`src/rtl/div_disp_pkg.sv`:
```
// rtl/div_disp_pkg.sv - shared constants, state encoding and glyph lookup for div_result_display
package div_disp_pkg;

    // Number of display digits, and the width of the BCD word that feeds them
    localparam int BCD_DIGITS = 4;

    typedef enum logic [1:0] {
        ST_IDLE    = 2'd0,
        ST_CONVERT = 2'd1,
        ST_DONE    = 2'd2
    } state_t;

    // Active-low segment patterns, bit order {g,f,e,d,c,b,a}
    localparam logic [6:0] SEG_0     = 7'h40;
    localparam logic [6:0] SEG_1     = 7'h79;
    localparam logic [6:0] SEG_2     = 7'h24;
    localparam logic [6:0] SEG_3     = 7'h30;
    localparam logic [6:0] SEG_4     = 7'h19;
    localparam logic [6:0] SEG_5     = 7'h12;
    localparam logic [6:0] SEG_6     = 7'h02;
    localparam logic [6:0] SEG_7     = 7'h78;
    localparam logic [6:0] SEG_8     = 7'h00;
    localparam logic [6:0] SEG_9     = 7'h10;
    localparam logic [6:0] SEG_E     = 7'h06;
    localparam logic [6:0] SEG_R     = 7'h2F;
    localparam logic [6:0] SEG_BLANK = 7'h7F;

    // Decimal digit to segment pattern; non-decimal codes show nothing
    function automatic logic [6:0] seg_digit(input logic [3:0] d);
        case (d)
            4'd0:    seg_digit = SEG_0;
            4'd1:    seg_digit = SEG_1;
            4'd2:    seg_digit = SEG_2;
            4'd3:    seg_digit = SEG_3;
            4'd4:    seg_digit = SEG_4;
            4'd5:    seg_digit = SEG_5;
            4'd6:    seg_digit = SEG_6;
            4'd7:    seg_digit = SEG_7;
            4'd8:    seg_digit = SEG_8;
            4'd9:    seg_digit = SEG_9;
            default: seg_digit = SEG_BLANK;
        endcase
    endfunction

endpackage

```
`src/rtl/div_result_display_bin2bcd_seq.sv`:
```
// rtl/div_result_display_bin2bcd_seq.sv - iterative double-dabble binary to BCD engine
module bin2bcd_seq
    import div_disp_pkg::*;
#(
    parameter int WIDTH = 8
) (
    input  logic             clk,
    input  logic             reset,
    input  logic             start,
    input  logic [WIDTH-1:0] bin,
    output logic [15:0]      bcd,
    output logic             done
);

    localparam int CNT_W = $clog2(WIDTH + 1);

    logic [WIDTH-1:0] shift_q;
    logic [15:0]      work_q;
    logic [CNT_W-1:0] cnt_q;
    logic [15:0]      adj;

    // Add 3 to every nibble that is 5 or more before it is doubled by the shift
    always_comb begin
        adj = work_q;
        for (int i = 0; i < BCD_DIGITS; i++) begin
            if (work_q[i*4 +: 4] >= 4'd5) begin
                adj[i*4 +: 4] = work_q[i*4 +: 4] + 4'd3;
            end
        end
    end

    // A start reloads the engine at any time, so a newer request always wins
    always_ff @(posedge clk or posedge reset) begin
        if (reset) begin
            shift_q <= '0;
            work_q  <= '0;
            cnt_q   <= '0;
            done    <= 1'b0;
        end else if (start) begin
            shift_q <= bin;
            work_q  <= '0;
            cnt_q   <= CNT_W'(WIDTH);
            done    <= 1'b0;
        end else if (cnt_q != '0) begin
            work_q  <= {adj[14:0], shift_q[WIDTH-1]};
            shift_q <= {shift_q[WIDTH-2:0], 1'b0};
            cnt_q   <= cnt_q - CNT_W'(1);
            done    <= (cnt_q == CNT_W'(1));
        end else begin
            done    <= 1'b0;
        end
    end

    assign bcd = work_q;

endmodule

```
`src/rtl/div_result_display.sv`:
```
// rtl/div_result_display.sv - result capture, BCD conversion sequencing and 4-digit scan (option: LEADING_ZERO_BLANK_EN)
module div_result_display
    import div_disp_pkg::*;
#(
    parameter int WIDTH       = 8,
    parameter int REFRESH_CNT = 50000
) (
    input  logic             clk,
    input  logic             reset,
    input  logic             ready,
    input  logic             error,
    input  logic [WIDTH-1:0] quotient,
    input  logic [WIDTH-1:0] remainder,
    input  logic             show_rem,
    output logic             busy,
    output logic [6:0]       seg,
    output logic [3:0]       an,
    output logic             dp
);

    localparam int SCAN_W = (REFRESH_CNT > 1) ? $clog2(REFRESH_CNT) : 1;
    localparam int IDX_W  = $clog2(BCD_DIGITS);

    state_t           state;
    logic [WIDTH-1:0] quo_lat;
    logic [WIDTH-1:0] rem_lat;
    logic             err_flag;
    logic             have_result;
    logic             show_rem_q;
    logic [15:0]      disp_bcd;
    logic [SCAN_W-1:0] scan_cnt;
    logic [IDX_W-1:0] digit_idx;

    logic             cap;
    logic             err_cap;
    logic             rem_edge;
    logic             start_conv;
    logic [WIDTH-1:0] conv_bin;
    logic             copy_disp;
    logic             err_nxt;
    logic             have_nxt;
    logic [15:0]      disp_nxt;
    logic [IDX_W-1:0] idx_nxt;
    logic [SCAN_W-1:0] scan_nxt;
    logic [6:0]       seg_nxt;
    logic [3:0]       nib;
    logic [15:0]      eng_bcd;
    logic             eng_done;

    bin2bcd_seq #(
        .WIDTH (WIDTH)
    ) u_bin2bcd (
        .clk   (clk),
        .reset (reset),
        .start (start_conv),
        .bin   (conv_bin),
        .bcd   (eng_bcd),
        .done  (eng_done)
    );

    // Trigger decode: ready wins over a show_rem edge; an error never converts
    always_comb begin
        cap        = ready & ~error;
        err_cap    = ready & error;
        rem_edge   = (show_rem != show_rem_q) & have_result & ~err_flag;
        start_conv = cap | (~ready & rem_edge);
        if (cap) begin
            conv_bin = show_rem ? remainder : quotient;
        end else begin
            conv_bin = show_rem ? rem_lat : quo_lat;
        end
        copy_disp = (state == ST_DONE) & ~start_conv & ~err_cap;
        err_nxt   = err_cap ? 1'b1 : (cap ? 1'b0 : err_flag);
        have_nxt  = have_result | err_cap | copy_disp;
        disp_nxt  = copy_disp ? eng_bcd : disp_bcd;
    end

    // Capture and conversion sequencing; busy covers CONVERT and DONE
    always_ff @(posedge clk or posedge reset) begin
        if (reset) begin
            state       <= ST_IDLE;
            busy        <= 1'b0;
            quo_lat     <= '0;
            rem_lat     <= '0;
            err_flag    <= 1'b0;
            have_result <= 1'b0;
            show_rem_q  <= 1'b0;
            disp_bcd    <= '0;
        end else begin
            show_rem_q  <= show_rem;
            err_flag    <= err_nxt;
            have_result <= have_nxt;
            disp_bcd    <= disp_nxt;
            if (cap) begin
                quo_lat <= quotient;
                rem_lat <= remainder;
            end
            if (err_cap) begin
                state <= ST_IDLE;
                busy  <= 1'b0;
            end else if (start_conv) begin
                state <= ST_CONVERT;
                busy  <= 1'b1;
            end else begin
                case (state)
                    ST_CONVERT: begin
                        if (eng_done) begin
                            state <= ST_DONE;
                        end
                    end
                    ST_DONE: begin
                        state <= ST_IDLE;
                        busy  <= 1'b0;
                    end
                    default: begin
                        state <= ST_IDLE;
                        busy  <= 1'b0;
                    end
                endcase
            end
        end
    end

    // Free-running digit scan: advance the digit each time the refresh count wraps
    always_comb begin
        if (scan_cnt == SCAN_W'(REFRESH_CNT - 1)) begin
            scan_nxt = '0;
            idx_nxt  = digit_idx + IDX_W'(1);
        end else begin
            scan_nxt = scan_cnt + SCAN_W'(1);
            idx_nxt  = digit_idx;
        end
    end

    // Segment decode from next-cycle values so seg, an and new results move together
    always_comb begin
        nib     = disp_nxt[{idx_nxt, 2'b00} +: 4];
        seg_nxt = SEG_BLANK;
        if (!have_nxt) begin
            seg_nxt = SEG_BLANK;
        end else if (err_nxt) begin
            case (idx_nxt)
                2'd3:    seg_nxt = SEG_E;
                2'd2:    seg_nxt = SEG_R;
                2'd1:    seg_nxt = SEG_R;
                default: seg_nxt = SEG_BLANK;
            endcase
        end else begin
            seg_nxt = seg_digit(nib);
`ifdef LEADING_ZERO_BLANK_EN
            case (idx_nxt)
                2'd1:    if (disp_nxt[15:4]  == '0) seg_nxt = SEG_BLANK;
                2'd2:    if (disp_nxt[15:8]  == '0) seg_nxt = SEG_BLANK;
                2'd3:    if (disp_nxt[15:12] == '0) seg_nxt = SEG_BLANK;
                default: ;
            endcase
`endif
        end
    end

    // Scan state and registered display drive
    always_ff @(posedge clk or posedge reset) begin
        if (reset) begin
            scan_cnt  <= '0;
            digit_idx <= '0;
            seg       <= SEG_BLANK;
            an        <= 4'hF;
        end else begin
            scan_cnt  <= scan_nxt;
            digit_idx <= idx_nxt;
            seg       <= seg_nxt;
            an        <= have_nxt ? ~(4'b0001 << idx_nxt) : 4'hF;
        end
    end

    assign dp = 1'b1;

endmodule

```
`config.mk`:
```
export PLATFORM = sky130hd
export DESIGN_NAME = div_result_display
export DESIGN_NICKNAME = d
export VERILOG_FILES = /design/src/rtl/div_disp_pkg.sv /design/src/rtl/div_result_display_bin2bcd_seq.sv /design/src/rtl/div_result_display.sv
export SDC_FILE = /design/constraint.sdc
export NUM_CORES = 1
export LEC_CHECK = 0
export BUFFER_PORTS_ARGS = -buffer_cell sky130_fd_sc_hd__clkbuf_2
export CAP_MARGIN = 20
export CORE_MARGIN = 2
export CORE_UTILIZATION = 55
export DETAILED_ROUTE_END_ITERATION = 10
export PLACE_DENSITY = 0.84
export RECOVER_POWER = 50
export SLEW_MARGIN = 30
export SYNTH_ARGS = -nofsm -noshare
export SYNTH_HDL_FRONTEND = slang
export SYNTH_SLANG_ARGS = --single-unit
```
`constraint.sdc`:
```
create_clock -name clk -period 6.8 [get_ports clk]
set_input_delay 1.02 -clock clk [delete_from_list [all_inputs] [get_ports clk]]
set_output_delay 1.02 -clock clk [all_outputs]
set_load 0.02 [all_outputs]
```
==> flow_summary_export.csv, run 1 <==
group,metric,value,unit
placed_design,dpl.hpwl,7.387,mm
logic_synthesis,synth.cell_area,5147,µm²
clock_network,root_buffer,"clkbuf_8",
timing,finalSetupViolations,0,
placed_design,dp_slack,2735,ps
power_and_ir_drop,finalPower,0.001434,W
logic_synthesis,ys_types,60,
critical_path,cp_data_arrival_time,4230,ps
clock_network,cts_tree,"done",
critical_path,endpoint_kind,"async pin",
critical_path,crit_path_start_kind,"primary input",
critical_path,path_class,"primary input to async pin",
die,io_pins,34,
timing,final.setup.tns,0,ps
detailed_routing,wl_per_cell,16.55,µm
power_and_ir_drop,seq_power_share,49.3,%
clock_network,htreeDepth,3,
critical_path,r2r_setup_slack,3190,ps
timing,fin_crit,4324,ps
logic_synthesis,ys_seq_area_share,46.94,%
clock_network,clock_path_buffers,2,
die,die_w,100.7,µm
clock_network,clkTransAtPathRegs,90,ps
logic_synthesis,ys_ff_latch,96,
power_and_ir_drop,pwr-share-comb,22.9,%
grt,use_met3,4.022,%
grt,grt_max_degree,54,
status,status,"finished, violations left",
critical_path,critical_path_buf_inv_count,3,
critical_path,rr_endpoint,"seg[3]$_DFF_PP1_",
grt,grt_util_all_layers,22.32,%
critical_path,startpoint,"reset",
power_and_ir_drop,switching_share,32.98,%
grt,grt_overflow,0,
timing,tightest_slew,2727,ps
placed_design,placed_cells,629,
power_and_ir_drop,power.switching,0.0004728,W
critical_path,worstPathRequired,6710,ps
die,die_y,100.7,µm
final_layout,final_common_cell,"dfrtp_1",
clock_network,cts_resized,0,
die,start_util,56.24,%
run,drv_cap,2,
status,violations,"max-capacitance violations, max-slew violations",
clock_network,cts_num_sinks,96,
logic_synthesis,synth.avg_cell_area,10.15,µm²
detailed_routing,vias,3921,
critical_path,crit_cells,3,
logic_synthesis,yosys_most_used_dff,"dfrtp_1",
final_layout,antennaDiodeCount,0,
die,die_area,10150,µm²
logic_synthesis,syn_inst,507,
final_layout,area_delta_synth_final,7.705,%
detailed_routing,drtIter0Drc,227,
timing,fmax,0.2313,GHz
timing,finalHoldViolCount,0,
grt,busiest_layer,"met2",
detailed_routing,drt_pass1_iterations,5,
placed_design,gp_congestion,0.9043,
critical_path,path_max_fanout,53,
detailed_routing,drc,0,
timing,max_slew_margin,-81.79,%
grt,use_met2,35.90,%
clock_network,postCtsSetupBuffers,0,
detailed_routing,wl,10.68,mm
final_layout,stdcell_count,645,
timing,fin_hold_ws,462.8,ps
critical_path,r2r_cells,10,
clock_network,clock_latency,380,ps
logic_synthesis,synth_edf_count,0,
detailed_routing,antenna_left,0,
final_layout,drive_gt1_share,15.54,%
timing,rsz0062_at_grt,"false",
critical_path,reg2reg_from,"scan_cnt[12]$_DFF_PP0_",
detailed_routing,vias_per_cell,6.079,
final_layout,nNetsFinal,567,
grt,grt_pass1_wl,17.95,mm
die,rows,35,
clock_network,ctsHoldBuffers,0,
power_and_ir_drop,power.share.clock,27.8,%
critical_path,cp_slowest_stage_delay,2020,ps
grt,use_met1,29.86,%
logic_synthesis,async_reset_ff_share,100.0,%
timing,min_period_over_period,63.59,%
placed_design,port_buffers,32,
critical_path,crit_end,"u_bin2bcd.bcd[5]$_DFFE_PP0P_",
hold_path,hold_class,"flop to flop",
logic_synthesis,syn_nets,545,
final_layout,fill_cells,732,
timing,drv_slew,99,
power_and_ir_drop,p_int,0.0009608,W
grt,antenna_found_initial,0,
die,coreArea,9153,µm²
timing,postLayoutSetupSlackWorst,2476,ps
power_and_ir_drop,p_leak,2.329,nW
critical_path,slowest_stage,"clkbuf_1",
critical_path,cp_top_family,"buffers and inverters",
power_and_ir_drop,ir_drop,0.0001266,V
critical_path,crit_chain,"clkbuf_2 -> clkinvlp_2 -> clkbuf_1",
final_layout,final_cell_mix,"dfrtp_1 (85), nand2_1 (53), a21oi_1 (32)",
grt,grt_pass1_vias,3816,
clock_network,numCtsBuffers,9,
timing,finClkSkew,10.34,ps
power_and_ir_drop,p_per_area,258.6,nW/µm²
logic_synthesis,yosys_warnings,0,
## area by class of cell
cell class,count,area (µm²),area share (%)
sequential,96,2416,43.58
tap,111,138.9,2.505
timing repair buffer,37,178.9,3.227
clock buffer,9,123.9,2.234
inverter,22,83.83,1.512
clock inverter,7,87.58,1.580
multi-input combinational,363,2515,45.36
## worst reg2reg max path: cells and delay by family, from the launching register on
| family | cells | cell delay [ps] |
|---|---|---|
| AO/OA/AOI/OAI | 3 | 740 |
| AND/OR/NAND/NOR | 3 | 1730 |
| adder cells (fa/ha/maj) | 1 | 340 |
| multiplexers | 1 | 70 |
| buffers and inverters | 2 | 230 |
| flip-flops | 1 | 420 |
## stage by stage
step | cell area (µm²) | util (%)
finish | 5544 | 60.57
global route | 5544 | 60.57
CTS | 5585 | 61.03
detailed placement | 5374 | 58.71
global placement | 5366 | 58.63
floorplan | 5147 | -
## registers in the layout, indices dropped and copies added, names as in the netlist, 2 cells and up
name,cells
u_bin2bcd.cnt_q,4
u_bin2bcd.shift_q,8
seg,7
rem_lat,8
state,2
u_bin2bcd.bcd,16
digit_idx,2
scan_cnt,16
an,4
disp_bcd,16
quo_lat,8
## synthesized netlist by cell type, drive strengths merged, types with 2 or more instances
cell,count,area share (%)
a21oi,32,3.1
a21o,4,0.58
nor2,28,2.1
o22ai,4,0.73
and3,6,0.75
nand2,53,3.9
a2111oi,5,1.0
clkinv,2,0.15
clkbuf,19,1.4
a31oi,5,0.61
a2111o,2,0.44
ha,17,4.1
nor4,2,0.53
buf,7,0.92
xnor2,13,2.2
dfrtp,85,41
o21a,2,0.29
nor2b,3,0.36
a211oi,17,2.6
a32oi,14,2.4
xor2,12,2.0
o211ai,26,3.9
or2,2,0.24
nand2b,11,1.3
nor3b,3,0.53
o21ai,23,2.2
and2,18,2.2
inv,20,1.5
dfstp,11,5.6
nand3,11,1.1
mux2i,11,2.1
mux2,18,3.9
o41ai,4,1.2
nor3,6,0.58
## layer usage
layer	routed length, µm	part of all wire (%)
met1	4811	45
met5	0	0
met2	5060	47
met3	563	5.3
met4	240	2.2
## kinds of logic (layout without fill, tap and decap cells)
kind of cell | after synthesis | after routing | share of synthesized area, %
simple gates | 150 | 150 | 15.05
compound gates | 141 | 141 | 19.57
flops | 96 | 96 | 46.94
buf+inv | 48 | 75 | 3.914
mux | 29 | 29 | 6.077
xor+xnor | 25 | 25 | 4.254
fa+ha+maj | 17 | 17 | 4.132
other cells | 1 | 1 | 0.07285
## how the worst min path moves through the flow
stage	startpoint	slack [ps]	to	cells after the start
floorplan	scan_cnt[0]$_DFF_PP0_	430	scan_cnt[0]$_DFF_PP0_	1
global placement	scan_cnt[0]$_DFF_PP0_	440	scan_cnt[0]$_DFF_PP0_	1
detailed placement	scan_cnt[0]$_DFF_PP0_	450	scan_cnt[0]$_DFF_PP0_	1
CTS	scan_cnt[0]$_DFF_PP0_	460	scan_cnt[0]$_DFF_PP0_	1
global route	scan_cnt[0]$_DFF_PP0_	470	scan_cnt[0]$_DFF_PP0_	1
finish	scan_cnt[0]$_DFF_PP0_	460	scan_cnt[0]$_DFF_PP0_	1
## power by group through the flow
stage	clock network [W]	logic, W	registers (W)
floorplan	0	0.000264	0.000700
global placement	0	0.000308	0.000711
detailed placement	0	0.000331	0.000716
CTS	0.000405	0.000333	0.000706
global route	0.000428	0.000374	0.000717
finish	0.000399	0.000328	0.000707
Note: power is estimated with default switching activity, not from simulation.
==> run 2, diff against run 1 <==
--- a/config.mk
+++ b/config.mk
@@ -10,7 +10,7 @@
 export CORE_MARGIN = 2
 export CORE_UTILIZATION = 55
 export DETAILED_ROUTE_END_ITERATION = 10
-export PLACE_DENSITY = 0.84
+export PLACE_DENSITY = 0.87
 export RECOVER_POWER = 50
 export SLEW_MARGIN = 30
 export SYNTH_ARGS = -nofsm -noshare
==> constraint.sdc (replaced) <==
create_clock -name clk -period 3.8 [get_ports clk]
set_input_delay 0.57 -clock clk [delete_from_list [all_inputs] [get_ports clk]]
set_output_delay 0.57 -clock clk [all_outputs]
set_load 0.02 [all_outputs]
==> run 2 against run 1 <==
The run still ends with max-capacitance violations, max-slew violations left. Worst setup slack got worse by 2000 ps. Sequential share of layout area shrank 0.46 points. Via count down 0.77%. First-iteration DRC count grew 2.6%. Critical endpoint is now seg[3]$_DFF_PP1_. Largest power group unchanged.
==> flow_summary_export.csv, run 2 (synthesized netlist as in run 1, its figures left out) <==
group,metric,value,unit
placed_design,placed_cell_area,5383,µm²
critical_path,critical_path_buf_inv_count,2,
placed_design,dp_slack,196.3,ps
placed_design,dpl.hpwl,7.379,mm
timing,tightest_slew,2590,ps
placed_design,gp_congestion,0.8550,
final_layout,fill_cells,744,
critical_path,endpoint_kind,"flop",
timing,min_period_over_period,88.00,%
grt,grt_max_degree,50,
critical_path,cp_slowest_stage_delay,610,ps
detailed_routing,drtIter0Drc,233,
critical_path,cpMostUsedCell,"inv_1",
timing,drv_slew,86,
die,coreArea,9153,µm²
critical_path,cp_top_family,"simple AND/OR/NAND/NOR gates",
die,io_pins,34,
critical_path,crit_cells,10,
die,rows,35,
power_and_ir_drop,ir_drop,0.0002920,V
final_layout,drive_gt1_share,18.47,%
final_layout,area_delta_synth_final,8.848,%
timing,postLayoutSetupSlackWorst,456.2,ps
clock_network,htreeDepth,3,
clock_network,ctsHoldBuffers,0,
clock_network,clock_latency,370,ps
timing,fin_hold_ws,188.2,ps
critical_path,cp_data_arrival_time,3640,ps
timing,finalHoldViolCount,0,
detailed_routing,antenna_left,0,
die,die_w,100.7,µm
final_layout,final_common_cell,"dfrtp_1",
critical_path,path_max_fanout,11,
timing,fin_crit,3344,ps
grt,grt_pass1_vias,3780,
critical_path,path_class,"flop to flop",
critical_path,crit_chain,"or4bb_4 -> or4_4 -> nor2_2 -> a2111oi_0 -> o22ai_1 -> inv_1 -> ha_1 -> inv_1 -> mux2i_1 -> o211ai_1",
detailed_routing,drc,0,
die,start_util,56.24,%
timing,max_slew_margin,-72.64,%
hold_path,hold_class,"primary input to async pin",
placed_design,port_buffers,32,
status,status,"finished, violations left",
clock_network,postCtsSetupBuffers,0,
detailed_routing,wl,10.64,mm
clock_network,clock_path_buffers,2,
status,violations,"max-capacitance violations, max-slew violations",
final_layout,nNetsFinal,569,
placed_design,placed_cells,631,
die,die_area,10150,µm²
timing,final.setup.tns,0,ps
detailed_routing,vias_per_cell,6.014,
clock_network,cts_resized,0,
power_and_ir_drop,p_per_area,466.3,nW/µm²
final_layout,final_cell_mix,"dfrtp_1 (85), nand2_1 (52), a21oi_1 (32)",
grt,grt_util_all_layers,22.25,%
final_layout,stdcell_count,647,
grt,antenna_found_initial,0,
critical_path,startpoint,"scan_cnt[12]$_DFF_PP0_",
final_layout,final_cell_area,5603,µm²
detailed_routing,wl_per_cell,16.44,µm
detailed_routing,vias,3891,
timing,fmax,0.2991,GHz
timing,finalSetupViolations,0,
clock_network,cts_tree,"done",
die,die_y,100.7,µm
clock_network,cts_num_sinks,96,
timing,rsz0062_at_grt,"false",
critical_path,worstPathRequired,4100,ps
clock_network,root_buffer,"clkbuf_8",
detailed_routing,drt_pass1_iterations,4,
critical_path,crit_path_start_kind,"flop",
run,drv_cap,2,
final_layout,antennaDiodeCount,0,
critical_path,slowest_stage,"or4bb_4",
power_and_ir_drop,p_leak,2.366,nW
grt,grt_overflow,0,
grt,grt_pass1_wl,18.11,mm
clock_network,numCtsBuffers,9,
critical_path,reg2reg_from,"scan_cnt[12]$_DFF_PP0_",
timing,finClkSkew,14.76,ps
critical_path,r2r_cells,10,
clock_network,clkTransAtPathRegs,110,ps
==> run 2: cell count changes in the layout (fill, tap and decap cells not counted), moves of 3 or more <==
| cell | previous run | this run |
|---|---|---|
| buf_4 | 1 | 4 |
| clkinv_4 | 3 | 0 |
| mux2_1 | 8 | 0 |
| mux2_2 | 10 | 18 |
==> run 2: layout make-up <==
class                   count  area [µm²]  share of cell area, %
clock buffers               9       123.9                  2.211
clock inverters             7       101.3                  1.809
inverters                  22       83.83                  1.496
multi-input cells         363        2541                  45.36
flip-flops and latches     96        2416                  43.12
well taps                 111       138.9                  2.479
repair buffers             39       197.7                  3.528
==> run 2: metrics by stage <==
stage | utilization (%) | total power, W
after detailed placement | 58.81 | 0.001866
after global routing | 61.22 | 0.002758
final | 61.22 | 0.002612
after global placement | 58.80 | 0.001823
after floorplan | - | 0.001724
after CTS | 61.27 | 0.002625
==> run 2: path summary, 6_finish.rpt <==
kind / end / slack [ps]
worst min register to register: scan_cnt[0]$_DFF_PP0_ / 470
worst max-delay path: seg[3]$_DFF_PP1_ / 460
worst max register to register: seg[3]$_DFF_PP1_ / 460
worst min-delay path: quo_lat[3]$_DFFE_PP0P_ / 190
max in group asynchronous: u_bin2bcd.bcd[9]$_DFFE_PP0P_ / 810
min in group clk: busy$_DFFE_PP0P_ / 410
==> run 2: routing by layer <==
metal	track usage (%)	up-vias	wire length, µm
met4	8.325	0	205
met2	35.38	88	5146
met1	30.92	1918	4871
met5	0	-	0
met3	3.398	21	413
li1	-	1864	-
==> run 2: where the power goes <==
| group | switching (W) | leakage [nW] | internal, W |
|---|---|---|---|
| registers | 0.000110 | 1.14 | 0.00115 |
| clock network | 0.000380 | 0.112 | 0.000379 |
| logic | 0.000338 | 1.11 | 0.000253 |
